--- src/rtl/seq_alu_if.sv ---
// Handshake bundle for seq_alu: an issue-side request channel and a writeback-side response channel.
// The master drives the operation and the out_ready back-pressure. The slave (the ALU) drives the results.
`timescale 1ns/1ps
interface seq_alu_if #(
    parameter int WIDTH = 8
);
    logic             in_valid;
    logic             in_ready;
    logic [3:0]       op;
    logic [WIDTH-1:0] a;
    logic [WIDTH-1:0] b;
    logic             out_valid;
    logic             out_ready;
    logic [WIDTH-1:0] result;
    logic [WIDTH-1:0] result_hi;
    logic             flag_zero;
    logic             flag_neg;
    logic             flag_carry;
    logic             flag_ovf;
    logic             div_by_zero;

    modport master (
        output in_valid, op, a, b, out_ready,
        input  in_ready, out_valid, result, result_hi,
        input  flag_zero, flag_neg, flag_carry, flag_ovf, div_by_zero
    );

    modport slave (
        input  in_valid, op, a, b, out_ready,
        output in_ready, out_valid, result, result_hi,
        output flag_zero, flag_neg, flag_carry, flag_ovf, div_by_zero
    );
endinterface

--- src/rtl/seq_alu.sv ---
// Multi-cycle ALU: single-cycle add/sub/logic/shift ops, plus an iterative shift-add multiply
// and a restoring divide. Both run for WIDTH cycles and share one pair of work registers.
`timescale 1ns/1ps
module seq_alu #(
    parameter int WIDTH = 8
) (
    input  logic       clk,
    input  logic       rst,
    seq_alu_if.slave   bus,
    output logic [1:0] dbg_state
);
    // Handshake: a transfer happens on a rising edge where valid && ready are both high.
    // in_ready depends only on state. Once out_valid is raised, the outputs are held until out_ready.
    localparam int MSB   = WIDTH - 1;
    localparam int CNT_W = $clog2(WIDTH + 1);
    localparam logic [CNT_W-1:0] LAST_CNT = CNT_W'(WIDTH - 1);

    localparam logic [3:0] OP_ADD = 4'h0;
    localparam logic [3:0] OP_SUB = 4'h1;
    localparam logic [3:0] OP_MUL = 4'h2;
    localparam logic [3:0] OP_DIV = 4'h3;
    localparam logic [3:0] OP_AND = 4'h4;
    localparam logic [3:0] OP_OR  = 4'h5;
    localparam logic [3:0] OP_NOT = 4'h6;
    localparam logic [3:0] OP_XOR = 4'h7;
    localparam logic [3:0] OP_LSR = 4'h8;
    localparam logic [3:0] OP_LSL = 4'h9;
    localparam logic [3:0] OP_ASR = 4'hA;
    localparam logic [3:0] OP_ROR = 4'hB;
    localparam logic [3:0] OP_ROL = 4'hC;

    typedef enum logic [1:0] {
        IDLE = 2'd0,
        BUSY = 2'd1,
        DONE = 2'd2
    } state_t;

    state_t state, state_n;

    logic [3:0]       op_q;
    logic [WIDTH-1:0] b_q;
    logic [WIDTH-1:0] work_hi;
    logic [WIDTH-1:0] work_lo;
    logic [CNT_W-1:0] cnt;

    logic [WIDTH-1:0] res_q;
    logic [WIDTH-1:0] hi_q;
    logic             zero_q;
    logic             neg_q;
    logic             carry_q;
    logic             ovf_q;
    logic             dbz_q;

    logic accept;
    logic last_iter;
    assign accept    = bus.in_valid && (state == IDLE);
    assign last_iter = (state == BUSY) && (cnt == LAST_CNT);

    // One iteration of each long op. MUL keeps {hi,lo} as the partial product.
    // DIV keeps the remainder in hi and shifts the quotient bits into lo.
    logic [WIDTH:0]   mul_sum;
    logic [WIDTH:0]   div_shift;
    logic [WIDTH:0]   div_diff;
    logic             div_ge;
    logic [WIDTH-1:0] step_hi;
    logic [WIDTH-1:0] step_lo;

    always_comb begin
        mul_sum   = {1'b0, work_hi} + (work_lo[0] ? {1'b0, b_q} : {(WIDTH+1){1'b0}});
        div_shift = {work_hi, work_lo[MSB]};
        div_diff  = div_shift - {1'b0, b_q};
        div_ge    = (div_shift >= {1'b0, b_q});
        if (op_q == OP_MUL) begin
            step_hi = mul_sum[WIDTH:1];
            step_lo = {mul_sum[0], work_lo[MSB:1]};
        end else begin
            step_hi = div_ge ? div_diff[WIDTH-1:0] : div_shift[WIDTH-1:0];
            step_lo = {work_lo[MSB-1:0], div_ge};
        end
    end

    // Results for everything that completes straight from IDLE. These are computed from the live inputs.
    logic [WIDTH:0]   add_sum;
    logic [WIDTH:0]   sub_sum;
    logic [WIDTH-1:0] s_res;
    logic [WIDTH-1:0] s_hi;
    logic             s_carry;
    logic             s_ovf;
    logic             s_dbz;
    logic             s_multi;

    always_comb begin
        add_sum = {1'b0, bus.a} + {1'b0, bus.b};
        sub_sum = {1'b0, bus.a} + {1'b0, ~bus.b} + {{WIDTH{1'b0}}, 1'b1};
        s_res   = '0;
        s_hi    = '0;
        s_carry = 1'b0;
        s_ovf   = 1'b0;
        s_dbz   = 1'b0;
        s_multi = 1'b0;
        case (bus.op)
            OP_ADD: begin
                s_res   = add_sum[WIDTH-1:0];
                s_carry = add_sum[WIDTH];
                s_ovf   = (bus.a[MSB] == bus.b[MSB]) && (add_sum[MSB] != bus.a[MSB]);
            end
            OP_SUB: begin
                s_res   = sub_sum[WIDTH-1:0];
                s_carry = sub_sum[WIDTH];
                s_ovf   = (bus.a[MSB] != bus.b[MSB]) && (sub_sum[MSB] != bus.a[MSB]);
            end
            OP_MUL: s_multi = 1'b1;
            OP_DIV: begin
                if (bus.b == '0) begin
                    s_res = '1;
                    s_hi  = bus.a;
                    s_dbz = 1'b1;
                end else begin
                    s_multi = 1'b1;
                end
            end
            OP_AND: s_res = bus.a & bus.b;
            OP_OR:  s_res = bus.a | bus.b;
            OP_NOT: s_res = ~bus.a;
            OP_XOR: s_res = bus.a ^ bus.b;
            OP_LSR: begin
                s_res   = {1'b0, bus.a[MSB:1]};
                s_carry = bus.a[0];
            end
            OP_LSL: begin
                s_res   = {bus.a[MSB-1:0], 1'b0};
                s_carry = bus.a[MSB];
            end
            OP_ASR: begin
                s_res   = {bus.a[MSB], bus.a[MSB:1]};
                s_carry = bus.a[0];
            end
            OP_ROR: begin
                s_res   = {bus.a[0], bus.a[MSB:1]};
                s_carry = bus.a[0];
            end
            OP_ROL: begin
                s_res   = {bus.a[MSB-1:0], bus.a[MSB]};
                s_carry = bus.a[MSB];
            end
            default: ;
        endcase
    end

    always_comb begin
        state_n = state;
        case (state)
            IDLE: if (accept) state_n = s_multi ? BUSY : DONE;
            BUSY: if (last_iter) state_n = DONE;
            DONE: if (bus.out_ready) state_n = IDLE;
            default: state_n = IDLE;
        endcase
    end

    always_ff @(posedge clk or posedge rst) begin
        if (rst) state <= IDLE;
        else     state <= state_n;
    end

    always_ff @(posedge clk or posedge rst) begin
        if (rst) begin
            op_q    <= '0;
            b_q     <= '0;
            work_hi <= '0;
            work_lo <= '0;
            cnt     <= '0;
        end else if (accept) begin
            op_q    <= bus.op;
            b_q     <= bus.b;
            work_hi <= '0;
            work_lo <= bus.a;
            cnt     <= '0;
        end else if (state == BUSY) begin
            work_hi <= step_hi;
            work_lo <= step_lo;
            cnt     <= cnt + CNT_W'(1);
        end
    end

    // The output registers load only on the transition into DONE.
    // This keeps the outputs stable while they are held.
    always_ff @(posedge clk or posedge rst) begin
        if (rst) begin
            res_q   <= '0;
            hi_q    <= '0;
            zero_q  <= 1'b0;
            neg_q   <= 1'b0;
            carry_q <= 1'b0;
            ovf_q   <= 1'b0;
            dbz_q   <= 1'b0;
        end else if (accept && !s_multi) begin
            res_q   <= s_res;
            hi_q    <= s_hi;
            zero_q  <= (s_res == '0);
            neg_q   <= s_res[MSB];
            carry_q <= s_carry;
            ovf_q   <= s_ovf;
            dbz_q   <= s_dbz;
        end else if (last_iter) begin
            res_q   <= step_lo;
            hi_q    <= step_hi;
            zero_q  <= (step_lo == '0);
            neg_q   <= step_lo[MSB];
            carry_q <= (op_q == OP_MUL) && (step_hi != '0);
            ovf_q   <= (op_q == OP_MUL) && (step_hi != '0);
            dbz_q   <= 1'b0;
        end
    end

    assign bus.in_ready    = (state == IDLE);
    assign bus.out_valid   = (state == DONE);
    assign bus.result      = res_q;
    assign bus.result_hi   = hi_q;
    assign bus.flag_zero   = zero_q;
    assign bus.flag_neg    = neg_q;
    assign bus.flag_carry  = carry_q;
    assign bus.flag_ovf    = ovf_q;
    assign bus.div_by_zero = dbz_q;
    assign dbg_state       = state;
endmodule

--- src/flat_wrapper.sv ---
// flat-port wrapper written by rule: the top's interface ports become plain ports
module seq_alu_flat 
#(
    parameter int WIDTH = 8
)
  (clk, rst, dbg_state, bus_in_valid, bus_op, bus_a, bus_b, bus_out_ready, bus_in_ready, bus_out_valid, bus_result, bus_result_hi, bus_flag_zero, bus_flag_neg, bus_flag_carry, bus_flag_ovf, bus_div_by_zero);
  seq_alu_if #(.WIDTH(WIDTH)) bus_i ();
  input  logic clk;
  input  logic rst;
  output logic [1:0] dbg_state;
  input wire logic [$bits(bus_i.in_valid)-1:0] bus_in_valid;
  input wire logic [$bits(bus_i.op)-1:0] bus_op;
  input wire logic [$bits(bus_i.a)-1:0] bus_a;
  input wire logic [$bits(bus_i.b)-1:0] bus_b;
  input wire logic [$bits(bus_i.out_ready)-1:0] bus_out_ready;
  output wire logic [$bits(bus_i.in_ready)-1:0] bus_in_ready;
  output wire logic [$bits(bus_i.out_valid)-1:0] bus_out_valid;
  output wire logic [$bits(bus_i.result)-1:0] bus_result;
  output wire logic [$bits(bus_i.result_hi)-1:0] bus_result_hi;
  output wire logic [$bits(bus_i.flag_zero)-1:0] bus_flag_zero;
  output wire logic [$bits(bus_i.flag_neg)-1:0] bus_flag_neg;
  output wire logic [$bits(bus_i.flag_carry)-1:0] bus_flag_carry;
  output wire logic [$bits(bus_i.flag_ovf)-1:0] bus_flag_ovf;
  output wire logic [$bits(bus_i.div_by_zero)-1:0] bus_div_by_zero;
  assign bus_i.in_valid = bus_in_valid;
  assign bus_i.op = bus_op;
  assign bus_i.a = bus_a;
  assign bus_i.b = bus_b;
  assign bus_i.out_ready = bus_out_ready;
  assign bus_in_ready = bus_i.in_ready;
  assign bus_out_valid = bus_i.out_valid;
  assign bus_result = bus_i.result;
  assign bus_result_hi = bus_i.result_hi;
  assign bus_flag_zero = bus_i.flag_zero;
  assign bus_flag_neg = bus_i.flag_neg;
  assign bus_flag_carry = bus_i.flag_carry;
  assign bus_flag_ovf = bus_i.flag_ovf;
  assign bus_div_by_zero = bus_i.div_by_zero;
  seq_alu #(.WIDTH(WIDTH)) u_core (.clk(clk), .rst(rst), .bus(bus_i), .dbg_state(dbg_state));
endmodule
--- config.mk ---
export PLATFORM = sky130hd
export DESIGN_NAME = seq_alu_flat
export DESIGN_NICKNAME = d
export VERILOG_FILES = /design/src/rtl/seq_alu_if.sv /design/src/rtl/seq_alu.sv /design/src/flat_wrapper.sv
export SDC_FILE = /design/constraint.sdc
export NUM_CORES = 1
export LEC_CHECK = 0
export BUFFER_PORTS_ARGS = -buffer_cell sky130_fd_sc_hd__buf_2
export CORE_MARGIN = 2
export CORE_UTILIZATION = 30
export DETAILED_ROUTE_END_ITERATION = 8
export PLACE_DENSITY = 0.49
export SLEW_MARGIN = 15
export SYNTH_ARGS = -nofsm -noshare
export SYNTH_HDL_FRONTEND = slang
export SYNTH_SLANG_ARGS = --single-unit
--- constraint.sdc ---
create_clock -name clk -period 2.85 [get_ports clk]
set_clock_uncertainty 0.05 [all_clocks]
set_input_delay 0 -clock clk [delete_from_list [all_inputs] [get_ports clk]]
set_output_delay 0 -clock clk [all_outputs]
set_load 0.005 [all_outputs]
==> metrics <==
Inst Count DP=853; multi-input logic area=3240 um^2; number of synthesized flops with an enable pin=0; ANT cells=0; fin worst setup slack=102 ps; number of global-route vias before repair=4519; Worst-Skew Late Latency=300 ps; Setup WS pre-CTS=-22.4 ps; CP Buf/Inv Count=1; post-synth top area cell=dfrtp_1; CP cell instances=and2_1, ha_2, inv_2, fa_2, nor2b_2, o31a_1, o31a_1, nor3_2, nor2_1, a211o_1, o41ai_4, a21oi_1; top post-synthesis cells by area=dfrtp_1 28%, ha_1 11%, o21ai_0 5.5%, nand2_1 4.8%, a21oi_1 4.6%; DR DRC count=0; CTS tree=built; DRT Pass-1 Iters=5; Max Slew Vio Count=0; crit path launch type=register; die height=131 um; Vias/cell=between 5 and 6; min Tclk post-route=2750 ps; H-Tree Depth=2; Hold EP=u_core.b_q[0]$_DFFE_PP0P_; ys async rst share=100%; Hold Path Origin=bus_b[0]; CTS max path bufs=2; Worst Tran Pin Value=754 ps; Yosys cell types=between 70 and 80; pin count of the biggest net entering global routing=29; Levels on crit path=12; syn_area_per_cell=8.16 um^2; worst r2r src=u_core.work_lo[0]$_DFFE_PP0P_; 1st-iter DRT viols=about 320; Req. time, crit path=2970 ps; Primary FF master, synth=dfrtp_1; width of the chip=131 um; flop2flop setup slack=roughly 100 ps; f_max=0.364 GHz; vias=around 4.7k; Final setup viols=0; Reg area=1350 um^2; Mapped Area=roughly 4800 um^2; P_leak=2.67 nW; PD cells=824 nW/um^2; Core ar.=15800 um^2; hold depth=3; count leader, synth=nand2_1; #FFs+latches synth=between 50 and 60; Tot GR Track Use=about a fifth; status=completed; Starting Density=30.5%; max_slew headroom=about half; max-cap violation count=0; final hold vios=0; PnR Total Power=approximately 4.8 mW; Commonest cells post-synth=61 x nand2_1, 54 x dfrtp_1, 53 x o21ai_0; die area=17000 um^2; Tcrit/Tclk final=96.4%; worst r2r dst=u_core.bus.flag_carry$_DFFE_PP0P_; Peak VDD IR=about 0.28 mV; Top Ports=49; synthesis-to-finish area growth=20.5%; Crit-path slowest cell=dfrtp_1; Design Area, Final=5790 um^2; row count=46; non-filler cells, final=approximately 900; DP Area=5400 um^2; clk sinks=54; syn nets=659; Routed WL=~16 mm; first-pass GRT wire length=24.9 mm; setup TNS=0 ps; Num CTS Buffers=5; CP max stage delay=~420 ps; WL per Instance=18.1 um; largest delay contributor family on the critical path=compound AO/OA/AOI/OAI gates; nets=727; Syn. warnings=0; CTS Root Cell=clkbuf_16; share of cells above drive strength 1=21.3%; Worst Setup End Kind=register; Hold Crit Class=input port to register; grt ovf=0; initial antenna violation count=0; port buffer count=48; RSZ-0062 raised after global routing=yes; DRT antenna net count=0; worst-path fanout max=6; hpwl dp=between 10 and 15 mm; GP Congestion=0.920; share of the synthesized area in the top cell type=28.1%; fill count=1674; Seq/Total Area, Yosys=between 20% and 30%; Worst R2R Path Depth=12; Setup Crit Path Kind=register to register; arrival time at the worst endpoint=around 2900 ps; Synth Instances=589; Clock transition at path regs=70 ps; CP dominant cell by count=o31a_1
==> how the worst max path moves through the flow <==
stage	start	end
final	u_core.work_lo[0]$_DFFE_PP0P_	u_core.bus.flag_carry$_DFFE_PP0P_
after CTS	u_core.b_q[0]$_DFFE_PP0P_	u_core.bus.flag_carry$_DFFE_PP0P_
after global placement	bus_a[0]	u_core.bus.flag_zero$_DFFE_PP0P_
after floorplan	u_core.work_lo[0]$_DFFE_PP0P_	u_core.bus.flag_carry$_DFFE_PP0P_
after detailed placement	bus_a[0]	u_core.bus.flag_zero$_DFFE_PP0P_
after global routing	u_core.work_lo[0]$_DFFE_PP0P_	u_core.bus.flag_carry$_DFFE_PP0P_
==> worst min-delay path, stage by stage <==
cell and delay, ps:
buf_2 140, inv_1 90, o21ai_0 80
==> routing by layer <==
| metal | wire length (um) | track usage [%] |
|---|---|---|
| met1 | 7300 | 26.1 |
| met2 | 7620 | 31.3 |
| met3 | 679 | 2.52 |
| met4 | 231 | 4.57 |
| met5 | 0 | 0 |
==> registers in the layout, summed over array words and instances (netlist names) <==
signal / cells
u_core.b_q: 8
u_core.bus.result_hi: 8
u_core.work_hi: 8
u_core.work_lo: 8
u_core.bus.result: 7
u_core.cnt: 4
u_core.op_q: 4
u_core.dbg_state: 2
u_core.bus.div_by_zero: 1
u_core.bus.flag_carry: 1
u_core.bus.flag_neg: 1
u_core.bus.flag_ovf: 1
u_core.bus.flag_zero: 1
==> cell type report <==
| type | instances | share of cell area (%) |
|---|---|---|
| Inverter | 42 | 2.72 |
| Sequential cell | 54 | 23.3 |
| Clock buffer | 5 | 2.16 |
| Timing Repair Buffer | 94 | 10.5 |
| Clock inverter | 3 | 0.692 |
| Tap cell | 216 | 4.67 |
| Multi-Input combinational cell | 460 | 55.9 |
==> metrics by stage <==
step / hold slack [ps] / util, %
detailed placement: 51.0 / 34.2
global placement: 46.2 / 34.2
finish: 17.9 / 36.7
floorplan: 57.6 / -
CTS: 9.45 / 35.7
global route: 63.5 / 36.7
==> placed cells by master, fill, tap and decap left out, types with 9 or more instances in the layout <==
cell type,count
buf_4,38
nor2_1,50
a21oi_1,42
nand3_1,13
o21ai_0,50
inv_1,40
ha_1,38
a22oi_1,14
nor3_1,9
dfrtp_1,54
a21o_1,9
nand2_1,61
mux2i_1,12
buf_2,48
==> what timing repair did <==
item	4_1_cts	5_1_grt
setup endpoints to repair	0	4
endpoints found under the hold margin	33	0
setup buffers	0	6
hold buffers	7	0
gates resized for setup	0	27
==> kinds of logic (layout without fill, tap and decap cells) <==
family / count (synthesis) / in the layout / share of synthesized area (%)
DFF: 54 / 54 / 28.1
AOI/OAI and AO/OA: 196 / 196 / 27.4
muxes: 17 / 17 / 3.67
xor gates and xnor gates: 11 / 11 / 2.01
and+or+nand+nor: 190 / 190 / 19.5
adders and majority gates: 46 / 46 / 12.6
buffers and inverters: 75 / 144 / 6.67
==> power breakdown <==
part,total (mW),switching (mW),internal (mW),leakage [nW]
Sequential,1.26,0.208,1.05,0.683
Clock,0.689,0.277,0.412,0.0836
Combinational,2.82,1.56,1.26,1.90
No activity file was read; power rests on OpenSTA's default activity.
